==> config.mk <==
export PLATFORM = sky130hd
export DESIGN_NAME = trap_controller
export DESIGN_NICKNAME = d
export VERILOG_FILES = /design/src/rtl/trap_controller.sv
export SDC_FILE = /design/constraint.sdc
export NUM_CORES = 1
export LEC_CHECK = 0
export CORE_ASPECT_RATIO = 1.2
export CORE_UTILIZATION = 50
export CTS_BUF_LIST = sky130_fd_sc_hd__clkbuf_4 sky130_fd_sc_hd__clkbuf_8
export CTS_CLUSTER_DIAMETER = 60
export DETAILED_ROUTE_END_ITERATION = 7
export GPL_ROUTABILITY_DRIVEN = 1
export PLACE_DENSITY = 0.82
export REMOVE_ABC_BUFFERS = 1
export SYNTH_ARGS = -nofsm -noshare
export SYNTH_HDL_FRONTEND = slang
export SYNTH_SLANG_ARGS = --single-unit
==> constraint.sdc <==
create_clock -name clk -period 3.1 [get_ports clk]
set_input_delay 0.62 -clock clk [delete_from_list [all_inputs] [get_ports clk]]
set_output_delay 0.62 -clock clk [all_outputs]
set_load 0.01 [all_outputs]
==> src/rtl/trap_controller.sv <==
// rtl/trap_controller.sv - machine-mode trap/MRET sequencer owning the M-mode trap CSRs
module trap_controller #(
    parameter logic [31:0] MTVEC_RESET = 32'h0000_0100
) (
    input  logic        clk,
    input  logic        rst_n,
    input  logic        instr_valid,
    input  logic [31:0] pc,
    input  logic        exception_taken,
    input  logic [31:0] exception_cause,
    input  logic [31:0] exception_val,
    input  logic        mret,
    input  logic        irq_ext,
    input  logic        irq_timer,
    input  logic        irq_sw,
    input  logic        csr_we,
    input  logic [11:0] csr_addr,
    input  logic [31:0] csr_wdata,
    output logic [31:0] csr_rdata,
    output logic        csr_hit,
    output logic        stall,
    output logic        flush,
    output logic        redirect_valid,
    output logic [31:0] redirect_pc,
    input  logic        redirect_ready,
    output logic        trap_active
);

    typedef enum logic [1:0] {
        IDLE         = 2'd0,
        TRAP_SAVE    = 2'd1,
        MRET_RESTORE = 2'd2,
        REDIRECT     = 2'd3
    } state_t;

    localparam logic [11:0] ADDR_MSTATUS = 12'h300;
    localparam logic [11:0] ADDR_MIE     = 12'h304;
    localparam logic [11:0] ADDR_MTVEC   = 12'h305;
    localparam logic [11:0] ADDR_MEPC    = 12'h341;
    localparam logic [11:0] ADDR_MCAUSE  = 12'h342;
    localparam logic [11:0] ADDR_MTVAL   = 12'h343;
    localparam logic [11:0] ADDR_MIP     = 12'h344;

    state_t      r_state, w_next_state;
    logic        r_mstatus_mie, r_mstatus_mpie;
    logic [31:0] r_mie, r_mtvec, r_mepc, r_mcause, r_mtval;
    logic [31:0] r_pend_epc, r_pend_cause, r_pend_tval, r_target;

    logic [31:0] w_mip, w_pending, w_base, w_irq_cause, w_trap_target;
    logic        w_decide, w_fire_irq, w_fire_exc, w_fire_mret, w_fire;

    assign w_mip     = {20'b0, irq_ext, 3'b0, irq_timer, 3'b0, irq_sw, 3'b0};
    assign w_pending = w_mip & r_mie;
    assign w_decide  = (r_state == IDLE) && instr_valid;

    assign w_fire_irq  = w_decide && r_mstatus_mie && (w_pending != 32'b0);
    assign w_fire_exc  = w_decide && !w_fire_irq && exception_taken;
    assign w_fire_mret = w_decide && !w_fire_irq && !exception_taken && mret;
    assign w_fire      = w_fire_irq || w_fire_exc || w_fire_mret;

    // Interrupt priority: external, then software, then timer
    always_comb begin
        w_irq_cause = 32'h8000_0007;
        if (w_pending[11])
            w_irq_cause = 32'h8000_000B;
        else if (w_pending[3])
            w_irq_cause = 32'h8000_0003;
    end

    assign w_base = {r_mtvec[31:2], 2'b00};

    always_comb begin
        w_trap_target = w_base;
        if (w_fire_irq && r_mtvec[0])
            w_trap_target = w_base + {25'b0, w_irq_cause[4:0], 2'b00};
    end

    always_ff @(posedge clk) begin
        if (!rst_n)
            r_state <= IDLE;
        else
            r_state <= w_next_state;
    end

    always_comb begin
        w_next_state = r_state;
        case (r_state)
            IDLE: begin
                if (w_fire_irq || w_fire_exc)
                    w_next_state = TRAP_SAVE;
                else if (w_fire_mret)
                    w_next_state = MRET_RESTORE;
            end
            TRAP_SAVE:    w_next_state = REDIRECT;
            MRET_RESTORE: w_next_state = REDIRECT;
            REDIRECT: begin
                if (redirect_ready)
                    w_next_state = IDLE;
            end
            default:      w_next_state = IDLE;
        endcase
    end

    // Decision cycle latches everything the sequence needs, so later input changes are ignored
    always_ff @(posedge clk) begin
        if (!rst_n) begin
            r_mstatus_mie  <= 1'b0;
            r_mstatus_mpie <= 1'b0;
            r_mie          <= 32'b0;
            r_mtvec        <= MTVEC_RESET;
            r_mepc         <= 32'b0;
            r_mcause       <= 32'b0;
            r_mtval        <= 32'b0;
            r_pend_epc     <= 32'b0;
            r_pend_cause   <= 32'b0;
            r_pend_tval    <= 32'b0;
            r_target       <= 32'b0;
        end else begin
            case (r_state)
                IDLE: begin
                    if (w_fire_irq) begin
                        r_pend_epc   <= pc & ~32'h3;
                        r_pend_cause <= w_irq_cause;
                        r_pend_tval  <= 32'b0;
                        r_target     <= w_trap_target;
                    end else if (w_fire_exc) begin
                        r_pend_epc   <= pc & ~32'h3;
                        r_pend_cause <= exception_cause;
                        r_pend_tval  <= exception_val;
                        r_target     <= w_trap_target;
                    end else if (w_fire_mret) begin
                        r_target     <= r_mepc;
                    end else if (csr_we) begin
                        case (csr_addr)
                            ADDR_MSTATUS: begin
                                r_mstatus_mie  <= csr_wdata[3];
                                r_mstatus_mpie <= csr_wdata[7];
                            end
                            ADDR_MIE:    r_mie    <= csr_wdata & 32'h0000_0888;
                            ADDR_MTVEC:  r_mtvec  <= csr_wdata & ~32'h2;
                            ADDR_MEPC:   r_mepc   <= csr_wdata & ~32'h3;
                            ADDR_MCAUSE: r_mcause <= csr_wdata;
                            ADDR_MTVAL:  r_mtval  <= csr_wdata;
                            default: ;
                        endcase
                    end
                end
                TRAP_SAVE: begin
                    r_mepc         <= r_pend_epc;
                    r_mcause       <= r_pend_cause;
                    r_mtval        <= r_pend_tval;
                    r_mstatus_mpie <= r_mstatus_mie;
                    r_mstatus_mie  <= 1'b0;
                end
                MRET_RESTORE: begin
                    r_mstatus_mie  <= r_mstatus_mpie;
                    r_mstatus_mpie <= 1'b1;
                end
                default: ;
            endcase
        end
    end

    always_comb begin
        csr_rdata = 32'b0;
        csr_hit   = 1'b1;
        case (csr_addr)
            ADDR_MSTATUS: csr_rdata = {19'b0, 2'b11, 3'b0, r_mstatus_mpie, 3'b0, r_mstatus_mie, 3'b0};
            ADDR_MIE:     csr_rdata = r_mie;
            ADDR_MTVEC:   csr_rdata = r_mtvec;
            ADDR_MEPC:    csr_rdata = r_mepc;
            ADDR_MCAUSE:  csr_rdata = r_mcause;
            ADDR_MTVAL:   csr_rdata = r_mtval;
            ADDR_MIP:     csr_rdata = w_mip;
            default:      csr_hit   = 1'b0;
        endcase
    end

    assign trap_active    = (r_state != IDLE);
    assign stall          = w_fire || trap_active;
    assign flush          = (r_state == TRAP_SAVE) || (r_state == MRET_RESTORE);
    assign redirect_valid = (r_state == REDIRECT);
    assign redirect_pc    = redirect_valid ? r_target : 32'b0;

endmodule
After elaboration in Yosys (flattened, before gate mapping):

Index checks and enable logic that the tools add are counted.

* $add $sub $neg: 1
* eq/ne operators: 20
* multiplexer cells: 49
* bitwise gates (word level): 4
* reductions and logical operators: 32

Operators by type and width (count)
* $mux 32: 27
* $pmux 32 s7: 1
* $pmux 32 s2: 3
* $eq 12x10->1 const B: 7
* $reduce_and 6->1: 6
* $add 32x7->32: 1
* $reduce_bool 32->1: 1
* $and 12x12->12: 1
* $mux 1: 11
* $ne 2x1->1 const B: 5
* $logic_and 1x1->1: 8
* $ne 2x2->1 const B: 4
* $reduce_or 7->1: 1
* $mux 2: 3
* $pmux 1 s3: 2
* $pmux 2 s3: 1
* $reduce_and 2->1: 3
* $reduce_bool 2->1: 3
* $reduce_bool 3->1: 2
* $eq 2x2->1 const B: 2
* $logic_or 1x1->1: 4
* $mux 3: 1
* $ne 3x2->1 const B: 1
* $not 1->1: 3
* 4 further kinds: 5

* register bits after elaboration: 262
* input port bits: 150
* output and inout port bits: 69
* word-level logic and storage cells: 118

Longest topological paths before layout:

* depth in word-level cells: 12
* depth in mapped cells: 10
* mapped depth without buffers: 8

Worst setup path before layout:

OpenSTA, ideal clock, no wires.

* path kind: input to output
* start: input csr_addr[5]
* end: output csr_rdata[3]
* arrival: 2.197 ns
* required time: 2.480 ns
* path slack: 0.283 ns
* stages: 6
* buffers on the path: 1
* cell sequence: nor4bb_1 -> nand2_1 -> nor2_1 -> clkbuf_1 -> a221oi_1 -> o211ai_1

* longest elaborated chain between the ends: 2
* elaborated cells on any way between the ends: 8
* classes of those cells: eq/ne: 7; mux: 1

RTL lines
* from (decl): line 17 `input logic [11:0] csr_addr,`
* $eq 12x10->1: line 167 `case (csr_addr)`
* $pmux 32 s7 (*): line 167
* to (decl): line 19 `output logic [31:0] csr_rdata,`

Mark *: on every way between the ends. The rest lies on a longest branch, timed or not.

Worst setup path in the final report:

* start: input csr_addr[2]
* end: output csr_rdata[5]

The elaborated chain is that of the path after synthesis.

==> summary.md <==
| Metric | Value |
|---|---|
| Initial Util | 0.511 |
| Ys async rst share | 0 |
| Htree depth | 2 |
| Fin crit period | 3.05 ns |
| Netlist Area Pre-Place | 11900 µm² |
| FF-to-FF setup slack | 0.32 ns |
| Final Hold Viols | 0 |
| Maximum root-to-sink buffer count | 3 |
| HPWL after DPL | 24.8 mm |
| Mux cell area share after synthesis | 0.0355 |
| CP required | 2.48 ns |
| Final core occ | 0.676 |
| Post-Synth Simple-Gate Area | 0.199 |
| Synth top area share | 0.432 |
| Worst reg2reg path endpoint | r_target[8] |
| Power per Cell Area | 591 nW/µm² |
| HP Class | flop to flop |
| Commonest non-fill, non-tap cell in the layout | dfxtp_1 |
| Initial antenna violation count | 0 |
| Synth Register Bits | 256 |
| Area growth, synth to finish | 32.3% |
| Die height | 171 µm |
| Most used routing layer | met2 |
| Worst-path clk slew | 0.06 ns |
| Routing usage on met2 | 0.516 |
| Wire per inst | 18.6 µm |
| Placed insts | 1905 |
| Setup TNS | 0 ns |
| Width of the die | 143 µm |
| Outcome | finished clean |
| FF-to-FF Start | r_state[1] |
| Worst Setup Path Type | input pin to primary output |
| Layout cells sized above 1 | 0.133 |
| Max-slew headroom | 0.264 |
| Syn. warnings | 0 |
| Clk_skew | 0.0190 ns |
| Fillers | 1887 |
| GRT Util Overall | 0.302 |
| Largest cells by area after synthesis | dfxtp_1 (43%), a21oi_1 (7.4%), nor2_1 (6.9%) |
| Total grt overflow | 0 |
| M1 GR Usage | 0.385 |
| Leakage power | 5.61 nW |
| Hold_sp | r_pend_epc[4] |
| Routed Antenna Nets | 0 |
| Total inserted antenna cells | 0 |
| Row count | 61 |
| Worst EP arrival | 2.43 ns |
| Post-Route WL | 36.9 mm |
| Slowest cell on the critical path | clkdlybuf4s50_1 |
| Via count | 11.8k |
| Fin nets | 1804 |
| Number of clock sinks | 256 |
| CTS tree | built |
| Fin crit share | 0.984 |
| CTS hold repair buffers | 0 |
| Hold Crit Depth | 2 |
| Vias per cell | 5.94 |
| Cells after synthesis | 1438 |
| R2R cell count | 7 |
| Max FO, Critical Path | 11 |
| DR iter-0 viols | 1027 |
| XOR/XNOR Fraction of Synth Area | 0.0126 |
| Ys flop type | dfxtp_1 |
| Full die area | 24300 µm² |
| Max cap viols | 0 |
| Io pins | 219 |
| TritonCTS buffer count | 41 |
| Maximum VDD drop | 0.309 mV |
| CP Capture Type | primary output |
| Clock Tree Root | clkbuf_8 |
| Synth cell types | 59 |
| IO buf count | 214 |
| Startpoint type of the worst setup path | input pin |
| First-pass DRT Iterations | 7 |
| Vias in the first global route | 11.2k |
| Worst Tran Pin Value | 1.10 ns |
| First-pass GRT wire length | 58.2 mm |
| Largest family of logic cells by synthesized area | compound AO/OA/AOI/OAI gates |
| Post-synthesis sequential area ratio | 0.432 |
| Non-Filler Instances | 1989 |
| Post-synthesis compound-gate area fraction | 0.267 |
| Worst-skew pair later-pin latency | 0.54 ns |
| Largest net degree at the start of global routing | 128 |
| Setup slack after layout | 0.0502 ns |
| Slowest stage delay, CP | 0.43 ns |
| Cell taking the most area after synthesis | dfxtp_1 |
| Setup crit start | csr_addr[2] |
| Met3 Use GR | 0.0369 |
| Placer Congestion | 0.911 |
| Hold Path End | r_pend_epc[4] |
| Synth Area in Adders | 0.00738 |
| Core Area | 23200 µm² |
| Place WS | -0.413 ns |
| Final Slew Violations | 0 |
| Number of remaining DRC errors | 0 |
| Avg Inst Size Synth | 8.25 µm² |
| Worst path cell trace | clkdlybuf4s50_1, buf_4, nor2b_2, nand3b_1, nor2_4, buf_12, buf_16, a221o_1, clkdlybuf4s15_2 |
| Commonest non-fill, non-tap cells in the layout | dfxtp_1 (256), nor2_1 (215), a21oi_1 (175), clkdlybuf4s50_1 (169), nand2_1 (151) |
| Final setup vio count | 0 |
| Fmax | 0.328 GHz |
| Post-synth EDFFs | 0 |
final cells by class:
type / instances / area [µm²] / area share
Multi-Input combinational cell: 1042 / 6300 / 0.402
Sequential cell: 256 / 5120 / 0.327
Timing Repair Buffer: 290 / 2940 / 0.187
Clock buffer: 64 / 806 / 0.0513
Tap cell: 315 / 394 / 0.0251
Inverter: 16 / 67.6 / 0.00430
Clock inverter: 6 / 63.8 / 0.00407
where the power goes:
part           total, mW  switching [mW]  internal [mW]
registers           4.03           0.293           3.74
logic               2.22            1.29          0.923
clock network       3.03            1.30           1.73
total               9.28            2.89           6.39
metrics by stage:
stage | hold WS [ns] | total power [mW] | area [µm²]
detailed placement | 0.448 | 6.27 | 14600
global placement | 0.443 | 6.20 | 14600
global route | 0.469 | 9.73 | 15700
floorplan | 0.437 | 5.38 | 11400
finish | 0.456 | 9.28 | 15700
CTS | 0.457 | 9.29 | 15700
cell usage after synthesis (4+ instances only):
| cell | count |
|---|---|
| a211oi_1 | 70 |
| a211oi_2 | 30 |
| a21o_1 | 4 |
| a21oi_1 | 175 |
| a221o_1 | 28 |
| a22oi_1 | 68 |
| and2_1 | 35 |
| and3_1 | 7 |
| and4_1 | 6 |
| buf_1 | 9 |
| buf_2 | 12 |
| clkbuf_1 | 102 |
| dfxtp_1 | 256 |
| ha_1 | 7 |
| inv_1 | 16 |
| mux2i_1 | 41 |
| nand2_1 | 153 |
| nand3_1 | 29 |
| nand4_1 | 21 |
| nor2_1 | 217 |
| nor2b_1 | 32 |
| nor3_1 | 8 |
| nor4_1 | 8 |
| o211ai_1 | 8 |
| o21ai_0 | 10 |
| o221a_2 | 4 |
| o221ai_1 | 7 |
| o22ai_1 | 8 |
| or3_1 | 5 |
| xnor2_1 | 5 |
| xor2_1 | 12 |
cells by family (layout without fill, tap and decap cells):
kind of cell / count (synthesis) / in the layout
simple gates: 528 / 528
compound gates: 446 / 446
flops: 256 / 256
buf+inv: 141 / 376
mux: 42 / 42
xor+xnor: 17 / 17
fa+ha+maj: 7 / 7
other cells: 1 / 2
state kept, by name (all words and copies together), names as in the netlist:
name            count
r_mcause           32
r_mtval            32
r_pend_cause       32
r_pend_tval        32
r_mtvec            31
r_mepc             30
r_pend_epc         30
r_target           30
r_mie               3
r_state             2
r_mstatus_mie       1
r_mstatus_mpie      1
how the worst max path moves through the flow:
stage,slack (ns),to,cells past startpoint
after detailed placement,-0.41,csr_rdata[0],8
after CTS,-0.05,csr_rdata[15],9
final,0.05,csr_rdata[5],9
after global placement,-0.42,csr_rdata[0],8
after global routing,-0.003,csr_rdata[13],9
after floorplan,-4.45,r_pend_cause[10],5
routing by layer:
metal	vias to the layer above	routed length (µm)
met2	522	17800
met1	5603	15200
met4	0	1220
met5	-	0
li1	5595	-
met3	90	2730
worst max-delay path, delay by kind of cell:
family / cells / cell delay (ns)
buffers and inverters: 5 / 1.11
AND/OR/NAND/NOR: 3 / 0.52
AO/OA/AOI/OAI: 1 / 0.18
what timing repair did:
item | in CTS | in global routing
pin swaps | 7 | 4
buffers inserted | 10 | 2
gates resized for setup | 106 | 7
setup endpoints to repair | 33 | 21
cloned | 2 | 0
Power figures use the tool's default switching activity.
